## config.mk

```make
export PLATFORM = sky130hd
export DESIGN_NAME = vregfile_control_mp
export DESIGN_NICKNAME = d
export VERILOG_FILES = /design/src/rtl/vctrl_pkg.sv /design/src/rtl/vctrl_read_port.sv /design/src/rtl/vregfile_control_mp.sv
export SDC_FILE = /design/constraint.sdc
export NUM_CORES = 2
export LEC_CHECK = 0
export CAP_MARGIN = 5
export CORE_AREA = 3 3 434 436
export DETAILED_ROUTE_END_ITERATION = 8
export DIE_AREA = 0 0 437 439
export HOLD_SLACK_MARGIN = 0.03
export PLACE_DENSITY = 0.63
export SYNTH_ARGS = -nofsm -noshare
export SYNTH_HDL_FRONTEND = slang
export SYNTH_SLANG_ARGS = --single-unit
```

## constraint.sdc

```tcl
create_clock -name clk -period 47.2 [get_ports clk]
set_input_delay 9.44 -clock clk [delete_from_list [all_inputs] [get_ports clk]]
set_output_delay 9.44 -clock clk [all_outputs]
set_load 0.005 [all_outputs]
```

## src/rtl/vctrl_pkg.sv

```systemverilog
// Shared constants and helpers for the multi-port vector control register file.
package vctrl_pkg;

    localparam int unsigned VL_REG_DEF   = 0;
    localparam int unsigned MASK_REG_DEF = 31;
    localparam int unsigned CLAMP_W      = 64;

    localparam logic [CLAMP_W-1:0] MASK_RESET_VAL = '1;

    // Unsigned min(data, mvl); callers zero-extend to CLAMP_W and truncate the result.
    function automatic logic [CLAMP_W-1:0] clamp_vl(
        input logic [CLAMP_W-1:0] data,
        input logic [CLAMP_W-1:0] mvl
    );
        return (data > mvl) ? mvl : data;
    endfunction

endpackage

```

## src/rtl/vctrl_read_port.sv

```systemverilog
// One synchronous read port: index mux, optional read-during-write bypass, enabled output register.
// Bypass is compiled in when VCTRL_RDW_BYPASS_EN is defined.
module vctrl_read_port
    import vctrl_pkg::*;
#(
    parameter int unsigned WIDTH       = 32,
    parameter int unsigned NUMREGS     = 32,
    parameter int unsigned LOG2NUMREGS = 5
) (
    input  logic                     clk,
    input  logic                     reset,
    input  logic                     i_en,
    input  logic [LOG2NUMREGS-1:0]   i_reg,
    input  logic [NUMREGS*WIDTH-1:0] i_regs_flat,
`ifdef VCTRL_RDW_BYPASS_EN
    input  logic                     i_c_apply,
    input  logic [LOG2NUMREGS-1:0]   i_c_reg,
    input  logic [WIDTH-1:0]         i_c_data,
    input  logic                     i_d_apply,
    input  logic [LOG2NUMREGS-1:0]   i_d_reg,
    input  logic [WIDTH-1:0]         i_d_data,
`endif
    output logic [WIDTH-1:0]         o_data
);

    logic [WIDTH-1:0] w_data;
    logic [WIDTH-1:0] r_data;

    always_comb begin
        w_data = '0;
        if (32'(i_reg) < NUMREGS) begin
            w_data = i_regs_flat[32'(i_reg)*WIDTH +: WIDTH];
        end
`ifdef VCTRL_RDW_BYPASS_EN
        // Same-cycle update wins over storage; c and d never both apply to one index.
        if (i_d_apply && (i_d_reg == i_reg)) begin
            w_data = i_d_data;
        end
        if (i_c_apply && (i_c_reg == i_reg)) begin
            w_data = i_c_data;
        end
`endif
    end

    always_ff @(posedge clk or posedge reset) begin
        if (reset) begin
            r_data <= '0;
        end else if (i_en) begin
            r_data <= w_data;
        end
    end

    assign o_data = r_data;

endmodule

```

## src/rtl/vregfile_control_mp.sv

```systemverilog
// Multi-port vector control register file: N read ports, a general write port and a post-increment port.
// Define VCTRL_RDW_BYPASS_EN to make same-cycle reads return the newly written value.
module vregfile_control_mp
    import vctrl_pkg::*;
#(
    parameter int unsigned WIDTH        = 32,
    parameter int unsigned NUMREGS      = 32,
    parameter int unsigned LOG2NUMREGS  = 5,
    parameter int unsigned NUM_RD_PORTS = 2,
    parameter int unsigned MVL          = 64,
    parameter int unsigned VL_REG       = VL_REG_DEF,
    parameter int unsigned MASK_REG     = MASK_REG_DEF
) (
    input  logic                                clk,
    input  logic                                reset,
    input  logic [NUM_RD_PORTS*LOG2NUMREGS-1:0] a_reg,
    input  logic [NUM_RD_PORTS-1:0]             a_en,
    output logic [NUM_RD_PORTS*WIDTH-1:0]       a_readdataout,
    input  logic [LOG2NUMREGS-1:0]              c_reg,
    input  logic [WIDTH-1:0]                    c_writedatain,
    input  logic                                c_we,
    input  logic [LOG2NUMREGS-1:0]              d_reg,
    input  logic [WIDTH-1:0]                    d_incr,
    input  logic                                d_we,
    output logic [WIDTH-1:0]                    vl,
    output logic [WIDTH-1:0]                    matmul_masks,
    output logic                                vl_changed,
    output logic                                d_dropped
);

    localparam logic [LOG2NUMREGS-1:0] VL_IDX   = LOG2NUMREGS'(VL_REG);
    localparam logic [LOG2NUMREGS-1:0] MASK_IDX = LOG2NUMREGS'(MASK_REG);

    logic [WIDTH-1:0]         r_regs      [NUMREGS];
    logic [WIDTH-1:0]         w_regs_next [NUMREGS];
    logic [NUMREGS*WIDTH-1:0] w_regs_flat;
    logic                     r_vl_changed;
    logic                     r_d_dropped;

    logic             w_c_valid;
    logic             w_c_apply;
    logic [WIDTH-1:0] w_c_data;
    logic             w_d_valid;
    logic             w_d_conflict;
    logic             w_d_apply;
    logic             w_d_drop;
    logic [WIDTH-1:0] w_d_old;
    logic [WIDTH-1:0] w_d_sum;
    logic             w_vl_changed;

    // Write/increment decode; a d increment colliding with vl, masks or a same-index c write is dropped.
    always_comb begin
        w_c_valid    = (32'(c_reg) < NUMREGS);
        w_c_apply    = c_we && w_c_valid;
        w_c_data     = c_writedatain;
        if (c_reg == VL_IDX) begin
            w_c_data = WIDTH'(clamp_vl(CLAMP_W'(c_writedatain), CLAMP_W'(MVL)));
        end
        w_d_valid    = (32'(d_reg) < NUMREGS);
        w_d_conflict = (d_reg == VL_IDX) || (d_reg == MASK_IDX) || (c_we && (c_reg == d_reg));
        w_d_drop     = d_we && w_d_conflict;
        w_d_apply    = d_we && w_d_valid && !w_d_conflict;
        w_d_old      = w_d_valid ? r_regs[d_reg] : '0;
        w_d_sum      = w_d_old + d_incr;
        w_vl_changed = w_c_apply && (c_reg == VL_IDX) && (w_c_data != r_regs[VL_REG]);
    end

    always_comb begin
        w_regs_next = r_regs;
        if (w_d_apply) begin
            w_regs_next[d_reg] = w_d_sum;
        end
        if (w_c_apply) begin
            w_regs_next[c_reg] = w_c_data;
        end
    end

    always_ff @(posedge clk or posedge reset) begin
        if (reset) begin
            for (int unsigned i = 0; i < NUMREGS; i++) begin
                r_regs[i] <= (i == MASK_REG) ? WIDTH'(MASK_RESET_VAL) : '0;
            end
            r_vl_changed <= 1'b0;
            r_d_dropped  <= 1'b0;
        end else begin
            r_regs       <= w_regs_next;
            r_vl_changed <= w_vl_changed;
            r_d_dropped  <= w_d_drop;
        end
    end

    for (genvar g = 0; g < NUMREGS; g++) begin : g_flat
        assign w_regs_flat[g*WIDTH +: WIDTH] = r_regs[g];
    end

    for (genvar g = 0; g < NUM_RD_PORTS; g++) begin : g_rd
        vctrl_read_port #(
            .WIDTH       (WIDTH),
            .NUMREGS     (NUMREGS),
            .LOG2NUMREGS (LOG2NUMREGS)
        ) u_rd (
            .clk         (clk),
            .reset       (reset),
            .i_en        (a_en[g]),
            .i_reg       (a_reg[g*LOG2NUMREGS +: LOG2NUMREGS]),
            .i_regs_flat (w_regs_flat),
`ifdef VCTRL_RDW_BYPASS_EN
            .i_c_apply   (w_c_apply),
            .i_c_reg     (c_reg),
            .i_c_data    (w_c_data),
            .i_d_apply   (w_d_apply),
            .i_d_reg     (d_reg),
            .i_d_data    (w_d_sum),
`endif
            .o_data      (a_readdataout[g*WIDTH +: WIDTH])
        );
    end

    assign vl           = r_regs[VL_REG];
    assign matmul_masks = r_regs[MASK_REG];
    assign vl_changed   = r_vl_changed;
    assign d_dropped    = r_d_dropped;

endmodule

```

# Word level (Yosys, flattened, before mapping)
# Cells that the tools add are included.
totals:
  memories: 0
  ff_bits: 1090
  mem_bits_ro: 0
  ram_bits: 0
  wordCells: 74
  output_inout_bits: 130
  latchBits: 0
op_classes:
  reduce_logical: 12
  add_sub_neg: 1
  magnitude_cmp: 5
  n_mul: 0
  div: 0
  bitwise: 2
  n_shift: 2
  mux: 13
  n_eq_ne: 3
op_table:
  columns: ["operator", "count"]
  rows:
  - ["1024-bit bitwise mux", 2]
  - ["1024-bit 2-to-1 mux", 2]
  - ["1024-bit by 11-bit variable part select with 32-bit output", 2]
  - ["32-bit demux with 5-bit select", 2]
  - ["32-bit 2-to-1 mux", 6]
  - ["32-bit binary-select mux with 5-bit select", 1]
  - ["32-bit adder", 1]
  - ["32-bit by 7-bit > comparator with 1-bit output, second input constant", 1]
  - ["32-bit != test", 1]
  - ["6-bit greater-or-equal comparator, second input constant", 2]
  - ["6-bit by 1-bit less-than comparator with 1-bit output, second input constant", 2]
  - ["5-bit inverter with 6-bit output", 2]
  - ["5-bit logical NOT", 2]
  - ["1-bit logical AND", 7]
  - ["5-bit == test", 1]
  - ["5-bit == test, second input constant", 1]
  - ["1-bit logical OR", 2]
  - ["1-bit logical NOT", 1]

# Logic depth before layout (Yosys ltp)
depth:
  word_depth: 9
  ltp_mapped: 20
  mapped_depth_nobuf: 16

# Modules after synthesis
# A second synthesis with hierarchy kept.
unflattened:
  cells_unflattened: 8263
  hier_area_um2: 76255.6
modules_own_cells:
  columns: ["mod", "n_inst", "area_per_inst_um2", "cells_each", "seq_area_each_um2"]
  rows:
  - ["vregfile_control_mp", 1, 56361.6, 6001, 25714.7]
  - ["vctrl_read_port", 2, 9947.0, 1131, 800.8]

# Worst setup path after synthesis
# Ideal clock, no wire load.
synth_path:
  path_kind: "input to register"
  startpoint: "input d_reg[0]"
  endpoint: "register r_regs[255] (netlist name)"
  n_path_buf: 7
  stages: 20
  path_slack_ps: 32754
  arrival_time_ps: 14320
  path_cell_list: "clkbuf_1 > buf_2 > clkbuf_1 > buf_1 > mux4_2 > a22oi_1 > nand4_1 > ha_1 > buf_6 > a21o_1 > a311oi_1 > o31a_2 > o311ai_1 > o21a_2 > a41o_1 > buf_6 > a311oi_4 > xor2_2 > buf_6 > o21ai_2"
synth_rtl:
  columns: ["item", "line_no", "rtl"]
  rows:
  - ["start: declaration", "vregfile_control_mp.sv:22", "input logic [LOG2NUMREGS-1:0] d_reg,"]
  - ["end signal: indexed assignment", "vregfile_control_mp.sv:81", "r_regs[i] <= (i == MASK_REG) ? WIDTH'(MASK_RESET_VAL) : '0;"]
  - ["end signal: assignment", "vregfile_control_mp.sv:86", "r_regs <= w_regs_next;"]
  - ["end: declaration", "vregfile_control_mp.sv:34", "logic [WIDTH-1:0] r_regs [NUMREGS];"]

==> results by group <==
Run status
  • Status: complete, but fails checks
  • Failing checks: max-slew violations

CTS
  • Worst-Skew Late Latency: 0.82 ns
  • Clock slew at reported path FFs: 0.07 ns
  • CTS sink cnt: 1090
  • TritonCTS Buffers: 121
  • Clk buf depth: 3
  • CTS Hold Bufs: 0
  • Post-CTS setup buffer count: 0
  • H-tree Lvls: 3
  • Post-CTS Resized: 0
  • Clock root cell: clkbuf_16
  • CTS tree: done

Finish
  • Area delta synth->final: 10.9%
  • Commonest non-fill, non-tap cells in the layout: 1058 x dfrtp_1, 890 x mux4_2, 856 x a21oi_1, 730 x nor2_1, 529 x nand2_1
  • Register area: 27300 sq um
  • Nets: 6708
  • Multi-input combinational cell area: 43300 sq um
  • Final Instance Area: 81700 sq um
  • Most common cell after layout, fill and taps aside: dfrtp_1
  • # fillers: 17242
  • Layout cells sized above 1: 22.5%

Critical path
  • WP data required: 47.84 ns
  • Ordered list of cells on the worst path: buf_8 > buf_12 > buf_4 > buf_4 > buf_4 > mux4_2 > a22oi_1 > nand4_1 > ha_1 > a21oi_1 > o211ai_1 > a21oi_1 > o311ai_1 > o21a_2 > a41o_1 > a311oi_4 > xor2_4 > o21ai_0
  • WP data arrival: 18.22 ns
  • Max FO, Critical Path: 73
  • Worst path slowest cell: xor2_4
  • Crit Path Category: in -> reg
  • Critical path's largest stage delay: 0.88 ns
  • CP Capture Type: flip-flop
  • Most common cell on crit path: buf_4
  • Crit path launch type: input port

Pwr
  • LEAKAGE: 31.3 nW
  • Pwr dens: 55.4 nW/um^2
  • Peak VDD IR: 33.7 uV

Global route
  • GRT overflow: 0
  • Initial antenna violation count: 22
  • First-pass GRT wire length: 485 mm
  • Vias in the first global route: 64403
  • Largest net degree at the start of global routing: 181
  • All-Layer GR Usage: 35.1%

Detailed routing
  • Drt pass-1 iters: 7
  • Final ANT Viol Nets: 0
  • Via Count: 67023
  • First DRT Iteration DRCs: 11468
  • Detailed Route WL: 344 mm
  • DRC: 0
  • Wire per inst: 37.5 um
  • Vias per cell: 7.30

Timing
  • Final TNS setup: 0 ns
  • Max-slew violation count: 2
  • Final period util: 37.2%
  • RSZ-0062 raised after global routing: false
  • Setup Viol. Count Final: 0
  • Slew @ Worst Pin: 1.54 ns
  • Fmax: 56.9 MHz
  • Final period demand of the worst path: 17.58 ns
  • Endpoints failing hold: 0
  • Layout Skew: 0.0368 ns
  • Max-Slew Margin vs Limit: -2.36%

Synthesis
  • Synth Flop Type: dfrtp_1
  • Synthesized instance count: 6988
  • Ys async rst share: 100%
  • Post-synth net total: 7110
  • FF+latch count, synth: 1090
  • Mean Syn Cell Area: 10.5 sq um
  • Post-synthesis sequential area ratio: 37.1%
  • Synth top area share: 35.9%
  • Distinct cell type count after synthesis: 73
  • Synth area leader: dfrtp_1
  • Ys Warns: 0
  • Synth top area cells: dfrtp_1 36%, mux4_2 27%, a21oi_1 5.8%, a211oi_1 4.8%, nor2_1 4.0%
  • Area of the mapped netlist: 73700 sq um
  • Post-synth EDFFs: 0

Floorplan
  • Die span in y: 439 um
  • DIE AREA: 192000 sq um
  • Initial Util: 39.8%
  • Ports: 220
  • Die Width: 437 um
  • Rows: 158
  • Core area: 185000 sq um

Place
  • Area of placed instances: 77500 sq um
  • Final HPWL from detailed placement: 213 mm
  • Port Buffer Count: 219
  • Routability cong.: 1.02

Worst hold path
  • Min-delay worst type: reg -> reg

Run
  • Max-cap violations: 0
[registers in the layout (all words and copies together), names as in the netlist]
signal / flops
r_regs: 960
d_dropped: 1
vl: 32
g_rd.u_rd.o_data: 64
matmul_masks: 32
vl_changed: 1
[worst max-delay path: cells and delay by family]
family / cells / cell delay [ns]
AOI/OAI and AO/OA: 9 / 3.38
xor gates and xnor gates: 1 / 0.88
adders and majority gates: 1 / 0.45
buffers and inverters: 5 / 2.85
muxes: 1 / 0.60
and+or+nand+nor: 1 / 0.28
[metrics by stage]
step | utilization, % | hold WS (ns) | setup WS (ns) | instances | total power, mW
2_1_floorplan | - | 0.477 | 7.13 | 6988 | 2.77
3_3_place_gp | 41.9 | 0.495 | 28.73 | 8943 | 3.35
3_5_place_dp | 41.9 | 0.501 | 28.82 | 8943 | 3.42
4_1_cts | 44.2 | 0.510 | 29.62 | 9173 | 4.44
5_1_grt | 44.2 | 0.520 | 29.04 | 9176 | 4.68
6_report | 44.2 | 0.508 | 29.62 | 9182 | 4.53
[synthesized netlist by cell type (all sizes together), types with 12 or more instances]
library cell and n:
o31ai 33, buf 161, ha 31, nor3 38
o22ai 12, a21o 17, dfstp 32, nand3 13
nand2 563, xnor2 15, o211ai 67, mux2i 96
a211oi 475, and2 31, clkbuf 771, nand2b 13
nor2 790, nand4 42, xor2 15, a22oi 292
nor4 16, mux4 890, inv 37, dfrtp 1058
a21oi 857, o21ai 310, a31oi 198
[routing by layer]
metal | track usage (%) | wire [um]
met1 | 43.1 | 115000
met2 | 49.3 | 143000
met3 | 13.4 | 51400
met4 | 27.9 | 34100
met5 | 0.353 | 172
[cells by family after synthesis]
family / count (synthesis) / share of synthesized area [%]
AOI/OAI and AO/OA: 2309 / 19.4
xor gates and xnor gates: 30 / 0.367
adders and majority gates: 32 / 0.553
buffers and inverters: 969 / 5.31
DFF: 1090 / 37.1
muxes: 993 / 28.6
and+or+nand+nor: 1565 / 8.69
[path summary, 6_finish.rpt]
check / depth (start not counted) / endpoint / slack, ns / from
max in group asynchronous: 5 / r_regs[753]$_DFF_PP0_ / 34.54 / reset
min: 2 / matmul_masks[7]$_DFF_PP1_ / 0.51 / matmul_masks[7]$_DFF_PP1_
min reg2reg: 2 / matmul_masks[7]$_DFF_PP1_ / 0.51 / matmul_masks[7]$_DFF_PP1_
max: 18 / r_regs[127]$_DFF_PP0_ / 29.62 / d_reg[0]
min in group asynchronous: 2 / r_regs[900]$_DFF_PP0_ / 9.18 / reset
max reg2reg: 13 / r_regs[127]$_DFF_PP0_ / 40.39 / r_regs[784]$_DFF_PP0_
[power by group]
part	internal (mW)	leakage, nW	switching [mW]
registers	1.28	13.2	0.362
logic	0.861	16.0	0.990
clock network	0.588	2.09	0.441
total	2.73	31.3	1.79
[final cells by class]
class,count,area share [%]
inverters,37,0.179
diodes,9,0.0276
clock buffers,179,4.41
flip-flops and latches,1090,33.4
clock inverters,51,0.742
multi-input cells,4929,52.9
repair buffers,407,4.50
well taps,2480,3.80
(Power assumes the default switching activity.)
